[src/rtl/vga_pkg.sv]
// Shared 640x480 VGA timing constants, capture FSM states and colour reduction.
package vga_pkg;

    localparam int unsigned VGA_H_SYNC   = 96;
    localparam int unsigned VGA_H_BACK   = 48;
    localparam int unsigned VGA_H_ACTIVE = 640;
    localparam int unsigned VGA_H_TOTAL  = 800;
    localparam int unsigned VGA_V_SYNC   = 2;
    localparam int unsigned VGA_V_BACK   = 33;
    localparam int unsigned VGA_V_ACTIVE = 480;
    localparam int unsigned VGA_V_TOTAL  = 525;
    localparam int unsigned VGA_ADDR_W   = 15;

    typedef enum logic [1:0] {
        IDLE,
        ARMED,
        CAPTURE,
        DONE
    } cap_state_t;

    // RGB444 {R,G,B} to RGB222 by keeping the two MSBs of each channel.
    function automatic logic [5:0] rgb222(input logic [11:0] d);
        return {d[11:10], d[7:6], d[3:2]};
    endfunction

endpackage

[src/rtl/vga_capture_if.sv]
// Linear frame-RAM write port driven by the capture block.
interface vga_capture_if #(
    parameter int unsigned ADDR_W = 15
);
    logic              wr_en;
    logic [ADDR_W-1:0] wr_addr;
    logic [5:0]        wr_data;

    modport master (output wr_en, wr_addr, wr_data);
    modport slave  (input  wr_en, wr_addr, wr_data);
endinterface

[src/rtl/vga_timing_rx.sv]
// Sync edge detection, line/frame counters, lock tracking and timing errors.
module vga_timing_rx
    import vga_pkg::*;
#(
    parameter int unsigned H_SYNC  = VGA_H_SYNC,
    parameter int unsigned H_BACK  = VGA_H_BACK,
    parameter int unsigned H_TOTAL = VGA_H_TOTAL,
    parameter int unsigned V_SYNC  = VGA_V_SYNC,
    parameter int unsigned V_BACK  = VGA_V_BACK,
    parameter int unsigned V_TOTAL = VGA_V_TOTAL
) (
    input  logic        clk,
    input  logic        reset,
    input  logic        pix_en,
    input  logic        hsync,
    input  logic        vsync,
    input  logic [11:0] data,
    output logic [11:0] pix,
    output logic [10:0] x,
    output logic [9:0]  y,
    output logic        frame_start,
    output logic        vs_fall,
    output logic        locked,
    output logic        err
);

    localparam logic [10:0] H_LAST  = 11'(H_TOTAL - 1);
    localparam logic [10:0] H_START = 11'(H_SYNC + H_BACK);
    localparam logic [9:0]  V_LAST  = 10'(V_TOTAL - 1);
    localparam logic [9:0]  V_START = 10'(V_SYNC + V_BACK);

    logic        s_hs, s_vs;
    logic [11:0] s_d;
    logic [10:0] h_cnt;
    logic [9:0]  v_cnt;
    logic        vpend;
    logic        h_seen, v_seen;
    logic [1:0]  h_run, h_run_n;
    logic        h_ok, h_ok_n, v_ok, v_ok_n;
    logic        hs_fall, vs_fall_c, start_c;
    logic        line_chk, line_bad, frame_chk, frame_bad;

    // Edges compare the stored sample against the one being registered, so the
    // counters already describe s_d in the clk after it is captured.
    always_comb begin
        hs_fall   = pix_en & s_hs & ~hsync;
        vs_fall_c = pix_en & s_vs & ~vsync;
        start_c   = hs_fall & (vpend | vs_fall_c);
        line_chk  = hs_fall & h_seen & (h_cnt != '1);
        line_bad  = line_chk & (h_cnt != H_LAST);
        frame_chk = start_c & v_seen & (v_cnt != '1);
        frame_bad = frame_chk & (v_cnt != V_LAST);
        h_run_n   = h_run;
        h_ok_n    = h_ok;
        v_ok_n    = v_ok;
        if (line_bad) begin
            h_run_n = '0;
            h_ok_n  = 1'b0;
        end else if (line_chk) begin
            h_run_n = (h_run == 2'd2) ? 2'd2 : h_run + 2'd1;
            h_ok_n  = (h_run_n == 2'd2);
        end
        if (frame_bad) begin
            v_ok_n = 1'b0;
        end else if (frame_chk) begin
            v_ok_n = 1'b1;
        end
    end

    // Input sampling, counters and lock state; the first partial line/frame
    // after reset is not length-checked.
    always_ff @(posedge clk) begin
        if (reset) begin
            s_hs        <= 1'b0;
            s_vs        <= 1'b0;
            s_d         <= '0;
            h_cnt       <= '0;
            v_cnt       <= '0;
            vpend       <= 1'b0;
            h_seen      <= 1'b0;
            v_seen      <= 1'b0;
            h_run       <= '0;
            h_ok        <= 1'b0;
            v_ok        <= 1'b0;
            locked      <= 1'b0;
            err         <= 1'b0;
            frame_start <= 1'b0;
            vs_fall     <= 1'b0;
        end else begin
            if (pix_en) begin
                s_hs <= hsync;
                s_vs <= vsync;
                s_d  <= data;
                if (hs_fall) begin
                    h_cnt  <= '0;
                    h_seen <= 1'b1;
                    if (start_c) begin
                        v_cnt  <= '0;
                        vpend  <= 1'b0;
                        v_seen <= 1'b1;
                    end else if (v_cnt != '1) begin
                        v_cnt <= v_cnt + 10'd1;
                    end
                end else begin
                    if (h_cnt != '1) begin
                        h_cnt <= h_cnt + 11'd1;
                    end
                    if (vs_fall_c) begin
                        vpend <= 1'b1;
                    end
                end
            end
            h_run       <= h_run_n;
            h_ok        <= h_ok_n;
            v_ok        <= v_ok_n;
            locked      <= h_ok_n & v_ok_n;
            err         <= line_bad | frame_bad;
            frame_start <= start_c;
            vs_fall     <= vs_fall_c;
        end
    end

    assign pix = s_d;
    assign x   = h_cnt - H_START;
    assign y   = v_cnt - V_START;

endmodule

[src/rtl/vga_capture.sv]
// VGA stream capture: waits for timing lock, then writes one windowed
// RGB222 sub-image per armed frame into a linear frame RAM.
module vga_capture
    import vga_pkg::*;
#(
    parameter int unsigned H_SYNC  = VGA_H_SYNC,
    parameter int unsigned H_BACK  = VGA_H_BACK,
    parameter int unsigned H_TOTAL = VGA_H_TOTAL,
    parameter int unsigned V_SYNC  = VGA_V_SYNC,
    parameter int unsigned V_BACK  = VGA_V_BACK,
    parameter int unsigned V_TOTAL = VGA_V_TOTAL,
    parameter int unsigned X_OFF   = 0,
    parameter int unsigned Y_OFF   = 0,
    parameter int unsigned IMG_W   = 160,
    parameter int unsigned IMG_H   = 120,
    parameter int unsigned ADDR_W  = VGA_ADDR_W
) (
    input  logic          clk,
    input  logic          reset,
    input  logic          pix_en,
    input  logic          VGA_HSYNC,
    input  logic          VGA_VSYNC,
    input  logic [11:0]   VGA_D,
    input  logic          arm,
    vga_capture_if.master wr,
    output logic          locked,
    output logic          busy,
    output logic          frame_done,
    output logic          err
);

    localparam logic [10:0]       X_LO      = 11'(X_OFF);
    localparam logic [10:0]       X_HI      = 11'(X_OFF + IMG_W);
    localparam logic [9:0]        Y_LO      = 10'(Y_OFF);
    localparam logic [9:0]        Y_HI      = 10'(Y_OFF + IMG_H);
    localparam logic [ADDR_W-1:0] LAST_ADDR = ADDR_W'(IMG_W * IMG_H - 1);

    cap_state_t        state, state_next;
    logic [11:0]       pix;
    logic [10:0]       x;
    logic [9:0]        y;
    logic              frame_start, vs_fall, t_err;
    logic              pix_d, in_window, do_write, abort;
    logic              abort_err;
    logic [ADDR_W-1:0] cnt;
    logic              wr_en_q;
    logic [ADDR_W-1:0] wr_addr_q;
    logic [5:0]        wr_data_q;

    vga_timing_rx #(
        .H_SYNC (H_SYNC),
        .H_BACK (H_BACK),
        .H_TOTAL(H_TOTAL),
        .V_SYNC (V_SYNC),
        .V_BACK (V_BACK),
        .V_TOTAL(V_TOTAL)
    ) u_timing (
        .clk        (clk),
        .reset      (reset),
        .pix_en     (pix_en),
        .hsync      (VGA_HSYNC),
        .vsync      (VGA_VSYNC),
        .data       (VGA_D),
        .pix        (pix),
        .x          (x),
        .y          (y),
        .frame_start(frame_start),
        .vs_fall    (vs_fall),
        .locked     (locked),
        .err        (t_err)
    );

    // Negative x/y wrap to large values, so plain unsigned bounds suffice.
    assign in_window = (x >= X_LO) && (x < X_HI) && (y >= Y_LO) && (y < Y_HI);

    // Capture state register.
    always_ff @(posedge clk) begin
        if (reset) begin
            state <= IDLE;
        end else begin
            state <= state_next;
        end
    end

    // Next-state and write/abort decisions.
    always_comb begin
        state_next = state;
        do_write   = 1'b0;
        abort      = 1'b0;
        case (state)
            IDLE: begin
                if (arm) begin
                    state_next = ARMED;
                end
            end
            ARMED: begin
                if (frame_start && locked) begin
                    state_next = CAPTURE;
                end
            end
            CAPTURE: begin
                if (!locked || vs_fall) begin
                    abort      = 1'b1;
                    state_next = IDLE;
                end else if (pix_d && in_window) begin
                    do_write = 1'b1;
                    if (cnt == LAST_ADDR) begin
                        state_next = DONE;
                    end
                end
            end
            DONE: begin
                state_next = IDLE;
            end
            default: begin
                state_next = IDLE;
            end
        endcase
    end

    // Write port, address counter and status pulses; an abort caused by lock
    // loss already reports err through the timing block, so it is not repeated.
    always_ff @(posedge clk) begin
        if (reset) begin
            pix_d      <= 1'b0;
            cnt        <= '0;
            wr_en_q    <= 1'b0;
            wr_addr_q  <= '0;
            wr_data_q  <= '0;
            frame_done <= 1'b0;
            abort_err  <= 1'b0;
        end else begin
            pix_d      <= pix_en;
            wr_en_q    <= do_write;
            frame_done <= (state == DONE);
            abort_err  <= abort & ~t_err;
            if (abort) begin
                cnt <= '0;
            end else if (do_write) begin
                wr_addr_q <= cnt;
                wr_data_q <= rgb222(pix);
                cnt       <= (cnt == LAST_ADDR) ? '0 : cnt + ADDR_W'(1);
            end
        end
    end

    assign wr.wr_en   = wr_en_q;
    assign wr.wr_addr = wr_addr_q;
    assign wr.wr_data = wr_data_q;
    assign busy       = (state == ARMED) || (state == CAPTURE);
    assign err        = t_err | abort_err;

endmodule

[src/flat_wrapper.sv]
// flat-port wrapper written by rule: the top's interface ports become plain ports
module vga_capture_flat import vga_pkg::*;
#(
    parameter int unsigned H_SYNC  = VGA_H_SYNC,
    parameter int unsigned H_BACK  = VGA_H_BACK,
    parameter int unsigned H_TOTAL = VGA_H_TOTAL,
    parameter int unsigned V_SYNC  = VGA_V_SYNC,
    parameter int unsigned V_BACK  = VGA_V_BACK,
    parameter int unsigned V_TOTAL = VGA_V_TOTAL,
    parameter int unsigned X_OFF   = 0,
    parameter int unsigned Y_OFF   = 0,
    parameter int unsigned IMG_W   = 160,
    parameter int unsigned IMG_H   = 120,
    parameter int unsigned ADDR_W  = VGA_ADDR_W
)
  (clk, reset, pix_en, VGA_HSYNC, VGA_VSYNC, VGA_D, arm, locked, busy, frame_done, err, wr_wr_en, wr_wr_addr, wr_wr_data);
  vga_capture_if #(.ADDR_W(ADDR_W)) wr_i ();
  input  logic clk;
  input  logic reset;
  input  logic pix_en;
  input  logic VGA_HSYNC;
  input  logic VGA_VSYNC;
  input  logic [11:0] VGA_D;
  input  logic arm;
  output logic locked;
  output logic busy;
  output logic frame_done;
  output logic err;
  output wire logic [$bits(wr_i.wr_en)-1:0] wr_wr_en;
  output wire logic [$bits(wr_i.wr_addr)-1:0] wr_wr_addr;
  output wire logic [$bits(wr_i.wr_data)-1:0] wr_wr_data;
  assign wr_wr_en = wr_i.wr_en;
  assign wr_wr_addr = wr_i.wr_addr;
  assign wr_wr_data = wr_i.wr_data;
  vga_capture #(.H_SYNC(H_SYNC), .H_BACK(H_BACK), .H_TOTAL(H_TOTAL), .V_SYNC(V_SYNC), .V_BACK(V_BACK), .V_TOTAL(V_TOTAL), .X_OFF(X_OFF), .Y_OFF(Y_OFF), .IMG_W(IMG_W), .IMG_H(IMG_H), .ADDR_W(ADDR_W)) u_core (.clk(clk), .reset(reset), .pix_en(pix_en), .VGA_HSYNC(VGA_HSYNC), .VGA_VSYNC(VGA_VSYNC), .VGA_D(VGA_D), .arm(arm), .wr(wr_i), .locked(locked), .busy(busy), .frame_done(frame_done), .err(err));
endmodule
[config.mk]
export PLATFORM = sky130hd
export DESIGN_NAME = vga_capture_flat
export DESIGN_NICKNAME = d
export VERILOG_FILES = /design/src/rtl/vga_pkg.sv /design/src/rtl/vga_capture_if.sv /design/src/rtl/vga_timing_rx.sv /design/src/rtl/vga_capture.sv /design/src/flat_wrapper.sv
export SDC_FILE = /design/constraint.sdc
export NUM_CORES = 1
export LEC_CHECK = 0
export BUFFER_PORTS_ARGS = -buffer_cell sky130_fd_sc_hd__buf_2
export CAP_MARGIN = 0
export CELL_PAD_IN_SITES_DETAIL_PLACEMENT = 0
export CELL_PAD_IN_SITES_GLOBAL_PLACEMENT = 2
export CORE_ASPECT_RATIO = 1.2
export CORE_MARGIN = 2
export CORE_UTILIZATION = 37
export CTS_CLUSTER_SIZE = 20
export DETAILED_ROUTE_END_ITERATION = 6
export PLACE_DENSITY_LB_ADDON = 0.15
export SYNTH_ARGS = -nofsm -noshare
export SYNTH_HDL_FRONTEND = slang
export SYNTH_SLANG_ARGS = --single-unit
[constraint.sdc]
create_clock -name clk -period 4.55 [get_ports clk]
set_input_delay 0.91 -clock clk [delete_from_list [all_inputs] [get_ports clk]]
set_output_delay 0.91 -clock clk [all_outputs]
set_load 0.1 [all_outputs]
==> results of run 1 <==
## report_power, final
group	total [mW]	leakage, nW	switching (mW)	internal (mW)
combinational	0.162	0.801	0.122	0.0400
clock	0.722	0.133	0.299	0.423
sequential	0.746	0.663	0.0120	0.734
## cell usage after synthesis (all sizes together), types with 3 or more instances
cell type,instances,area share
o21ai,12,0.016
nor2,49,0.050
a21oi,45,0.061
ha,12,0.041
nand2b,6,0.010
clkbuf,20,0.020
xnor2,8,0.019
nand4,3,0.0051
inv,16,0.016
a211oi,3,0.0061
a21o,6,0.012
o31ai,5,0.010
a31oi,3,0.0051
buf,7,0.012
or3,11,0.019
nor4,5,0.0084
nand2,66,0.067
nand3,25,0.034
nor3,10,0.014
xor2,11,0.026
and3,3,0.0051
nor2b,5,0.0084
or4,5,0.010
dfxtp,82,0.44
mux2i,10,0.027
## registers in the layout, indices dropped and copies added (netlist names), 2 cells and up
register / flops
u_core.wr.wr_addr: 15
u_core.wr.wr_data: 6
u_core.u_timing.pix: 6
u_core.u_timing.v_cnt: 10
u_core.cnt: 15
u_core.u_timing.h_run: 2
u_core.state: 2
u_core.u_timing.h_cnt: 11
## routing by layer
metal / global-route usage / vias to the layer above / routed length, um / share of wire
met5: 0 / - / 0 / 0
met4: 0.0676 / 0 / 140 / 0.017
met3: 0.0449 / 15 / 262 / 0.032
met1: 0.199 / 1436 / 3590 / 0.44
li1: - / 1609 / - / -
met2: 0.290 / 28 / 4170 / 0.51
## kinds of logic after synthesis
family	count (synthesis)
and+or+nand+nor	200
AOI/OAI and AO/OA	86
DFF	82
buffers and inverters	43
xor gates and xnor gates	19
adders and majority gates	12
muxes	11
## worst max path at each step
| stage | startpoint | to | slack (ns) |
|---|---|---|---|
| 2_1_floorplan | u_core.u_timing.v_cnt[1] | u_core.cnt[10] | 1.71 |
| 3_3_place_gp | u_core.u_timing.v_cnt[1] | u_core.cnt[9] | 1.34 |
| 3_5_place_dp | u_core.u_timing.v_cnt[1] | u_core.cnt[9] | 1.32 |
| 4_1_cts | u_core.u_timing.v_cnt[1] | u_core.cnt[9] | 1.31 |
| 5_1_grt | u_core.u_timing.v_cnt[1] | u_core.cnt[9] | 1.12 |
| 6_report | u_core.u_timing.v_cnt[1] | u_core.cnt[9] | 1.33 |
## critical path, cell delays in order, from the launching register on
cell and delay, ns:
dfxtp_1 0.38, ha_1 0.28, or2b_1 0.25, a221o_1 0.30, a2111o_1 0.47, or4_1 0.58
buf_4 0.26, or4_1 0.51, a21oi_1 0.14
## cell type report
| type | instances | area [um2] |
|---|---|---|
| fillers | 1016 | 5590 |
| well taps | 126 | 158 |
| inverters | 16 | 60.1 |
| repair buffers | 42 | 223 |
| clock buffers | 9 | 225 |
| clock inverters | 7 | 70.1 |
| multi-input cells | 328 | 1890 |
| flip-flops and latches | 82 | 1640 |
## stage by stage
| step | util | hold slack, ns | total power [mW] | area, um2 |
|---|---|---|---|---|
| finish | 0.433 | 0.417 | 1.63 | 4270 |
| detailed placement | 0.403 | 0.413 | 0.927 | 3970 |
| floorplan | - | 0.389 | 0.898 | 3710 |
| global route | 0.433 | 0.429 | 1.70 | 4270 |
| global placement | 0.403 | 0.403 | 0.925 | 3970 |
| CTS | 0.433 | 0.422 | 1.65 | 4270 |
==> flow_summary.ini, run 1 <==
[critical_path]
r2r_start = u_core.u_timing.v_cnt[1]
critPathMaxFanout = 27
worstRegToRegCells = 8
cp.required_ns = 4.83
arrival_ns = 3.50
start_kind = flip-flop
crit_type = flip-flop to flip-flop
end_kind = flip-flop
ff2ff_setup_slack_ns = 1.33
r2r-end = u_core.cnt[9]

[timing]
min_period_ns = 3.22
tightest_slew_ns = 1.06
final_hold_viol_count = 0
layout_setup_ws_ns = 1.33
slew_violations = 0
period_share = 0.708
slew_headroom = 0.282
setup_viol = 0
fin_worst_skew_ns = 0.00370
rsz0062_at_grt = no
fmaxAchievable_ghz = 0.310
tns_ns = 0

[floorplanning]
die_area_um2 = 10800
core_area_um2 = 9860
initial_utilization = 0.376
row_count = 40
ioPinCount = 44
die_w_um = 95.4
die_y_um = 114

[logic_synthesis]
syn-num-nets = 483
synth_compound_area_frac = 0.138
async_flop_share = 0
syn_area_um2 = 3710
syn_avg_cell_area_um2 = 8.18
yosys_warnings = 0
synth.area.mux_share = 0.0300
synthSimpleGateAreaFrac = 0.254
synth_top_family_by_area = simple AND/OR/NAND/NOR gates
ys_seq_elements = 82
synthFlopType = dfxtp_1
synth_edf_count = 0
seq_area_frac_synth = 0.443
yosys.area_share.xor_xnor = 0.0449
synth_cell_types = 47
synthCells = 453
synthAdderAreaFrac = 0.0405

[route]
wl_mm = 8.17
drc = 0
postRouteAntennaNets = 0
num_vias = 3088
vias_per_cell = 5.06
first_iter_violations = 90
first_pass_iters = 4
wl_per_cell_um = 13.4

[min_path]
holdPathEnd = u_core.abort_err
worstHoldStart = u_core.u_timing.err
whs_path_depth = 1
hp-class = flip-flop to flip-flop

[cts]
post-cts-setup-buffer-count = 0
cts_buffers = 9
clk_pin_slew_ns = 0.06
cts_sinks = 82
clock_path_buffers = 2
clock_latency_ns = 0.34
htree_levels = 3
cts-hold-fix-buffers = 0
root_buffer = clkbuf_16
cts_tree = yes
ctsResizeCount = 0

[layout]
diodes = 0
layout_common_cells = dfxtp_1 (82), nand2_1 (66), nor2_1 (49)
final_cells = 610
final_layout_size_suffix_gt1_frac = 0.130
area_growth_pct = 15.1
final_common_cell = dfxtp_1
final_nets = 509

[power_and_ir_drop]
power_density_nw_per_um2 = 382
vdd_ir_drop_max_mv = 0.197
leakagePower_nw = 1.60

[grt]
grt_antenna_before_repair = 0
grt_max_degree = 49
grtUsageTotal = 0.169
grt_pass1_vias = 2972
grt_overflow_total = 0
grt_pass1_wl_mm = 14.2

[place]
dp_hpwl_mm = 5.73
placed_cells_incl_taps = 594
dp_slack_ns = 1.32
place.gp.congestion = 0.727
place.port_buffers = 37

[job]
maxCapViolCount = 0

[outcome]
status = finished, final reports clean
Note: power is estimated with default switching activity, not from simulation.
==> run 2: changes to the inputs <==
--- a/config.mk
+++ b/config.mk
@@ -11,7 +11,7 @@
 export CELL_PAD_IN_SITES_GLOBAL_PLACEMENT = 2
 export CORE_ASPECT_RATIO = 1.2
 export CORE_MARGIN = 2
-export CORE_UTILIZATION = 37
+export CORE_UTILIZATION = 31
 export CTS_CLUSTER_SIZE = 20
 export DETAILED_ROUTE_END_ITERATION = 6
 export PLACE_DENSITY_LB_ADDON = 0.15
==> constraint.sdc (replaced) <==
create_clock -name clk -period 2.6 [get_ports clk]
set_input_delay 0.52 -clock clk [delete_from_list [all_inputs] [get_ports clk]]
set_output_delay 0.52 -clock clk [all_outputs]
set_load 0.1 [all_outputs]
==> run 2 against run 1 <==
Against the previous run: the run now ends with negative setup slack left; clock skew grew 0.0047 ns; clock power is 80% higher; combinational power up 85%; cell area rose by 9.4%; power rose by 78%; global-route usage decreased by 2.9 points; routed wire length is 5.9% higher; register-to-register slack got worse by 1.4 ns.
==> flow_summary.ini, run 2 (synthesis gave the netlist of run 1 again) <==
[outcome]
status = finished with violations
failed_checks = negative setup slack

[route]
vias_per_cell = 4.73
first_iter_violations = 75
wl_met1_mm = 3.91
wl_mm = 8.65
first_pass_iters = 4
wl_per_cell_um = 12.7
top_layer = met4
postRouteAntennaNets = 0
num_vias = 3209
wl_met3_um = 159
wl_met2_mm = 4.47
drc = 0

[place]
dp_slack_ns = -0.210
dp_hpwl_mm = 6.35
place.gp.congestion = 0.789
place.port_buffers = 37

[critical_path]
crit_type = flip-flop to flip-flop
path_delay_family = simple AND/OR/NAND/NOR gates
start_kind = flip-flop
cpMostUsedCell = or4_4
critPathMaxFanout = 10
end_kind = flip-flop
arrival_ns = 2.94
crit_slowest_cell = or4_4
critical_path_buf_inv_count = 0
cp-startpoint = u_core.u_timing.v_cnt[1]
critPathMaxStageDelay_ns = 0.60
r2r_start = u_core.u_timing.v_cnt[1]
cp.required_ns = 2.87
crit_chain = ha_4, nor4_4, mux2_2, or3_1, or4_4, or4_4, a21oi_2

[min_path]
hp-class = flip-flop to flip-flop
worstHoldStart = u_core.u_timing.err

[timing]
layout_setup_ws_ns = -0.0706
final_hold_viol_count = 0
setup_viol = 5
period_share = 1.03
slew_violations = 0
rsz0062_at_grt = yes
slew_headroom = 0.485
min_period_ns = 2.67
fin_worst_skew_ns = 0.00842
fmaxAchievable_ghz = 0.374
tightest_slew_ns = 0.764
tns_ns = -0.201

[power_and_ir_drop]
vdd_ir_drop_max_mv = 0.265
leakagePower_nw = 1.81
power_switching_mw = 0.763
pwr-share-comb = 0.103
pwr-share-clk = 0.447
seqPwrFrac = 0.450
p_int_mw = 2.14
swShare = 0.263
power_density_nw_per_um2 = 621

[floorplanning]
initial_utilization = 0.319
ioPinCount = 44
die_y_um = 124
row_count = 43
die_w_um = 104
core_area_um2 = 11600
die_area_um2 = 12800

[layout]
area_growth_pct = 26.0
diodes = 0
final_common_cell = dfxtp_1
final_layout_size_suffix_gt1_frac = 0.209
final_nets = 547
layout_common_cells = dfxtp_1 (79), nand2_1 (66), nor2_1 (49)

[cts]
cts_sinks = 82
cts_tree = yes
htree_levels = 3
root_buffer = clkbuf_16
cts-hold-fix-buffers = 0
clock_path_buffers = 2
clk_pin_slew_ns = 0.06
clock_latency_ns = 0.33
cts_buffers = 9

[grt]
grt_antenna_before_repair = 0
grt_overflow_total = 0
grtUsageTotal = 0.140
grt_pass1_wl_mm = 14.4
grt_pass1_vias = 3036
grt_max_degree = 26

[job]
maxCapViolCount = 0
run 2: changes by cell type in the layout (fill, tap and decap cells not counted), moves of 3 or more:
cell     previous run  this run
buf_4               5        41
dfxtp_1            82        79
o21ai_0            12         9
o21ai_1             0         3
run 2: power groups by stage:
| stage | clock network, mW | registers [mW] | logic [mW] |
|---|---|---|---|
| finish | 1.30 | 1.30 | 0.300 |
| CTS | 1.35 | 1.30 | 0.305 |
| detailed placement | 0 | 1.33 | 0.305 |
| global placement | 0 | 1.33 | 0.300 |
| floorplan | 0 | 1.33 | 0.237 |
| global route | 1.40 | 1.31 | 0.328 |
run 2: final cells by class:
type | count | area (um2)
Clock buffer | 11 | 243
Clock inverter | 5 | 62.6
Fill cell | 1242 | 6950
Inverter | 16 | 60.1
Multi-Input combinational cell | 328 | 1930
Sequential cell | 82 | 1650
Tap cell | 157 | 196
Timing Repair Buffer | 80 | 528
run 2: worst paths after layout:
check / to / slack (ns) / cells past startpoint
worst max register to register: u_core.cnt[9] / -0.07 / 7
worst min-delay path: u_core.abort_err / 0.40 / 1
worst min register to register: u_core.abort_err / 0.40 / 1
worst max-delay path: u_core.cnt[9] / -0.07 / 7
run 2: layer usage:
metal | GRT usage | vias to the layer above
met1 | 0.162 | 1491
met5 | 0 | -
li1 | - | 1683
met4 | 0.0633 | 0
met2 | 0.256 | 27
met3 | 0.0225 | 8
run 2: stage by stage:
stage / cell area (um2) / cells / hold WS, ns / util / power, mW
6_report: 4670 / 679 / 0.405 / 0.402 / 2.90
5_1_grt: 4670 / 679 / 0.425 / 0.402 / 3.03
4_1_cts: 4660 / 678 / 0.410 / 0.401 / 2.96
3_5_place_dp: 4300 / 660 / 0.408 / 0.370 / 1.64
3_3_place_gp: 4300 / 660 / 0.401 / 0.370 / 1.63
2_1_floorplan: 3750 / 453 / 0.389 / - / 1.57
run 2: repair_timing:
item | CTS | global route
gates resized for setup | 7 | 5
setup buffers | 2 | 2
gates cloned | 0 | 0
pin swaps | 3 | 4
endpoints found under the setup margin | 17 | 33
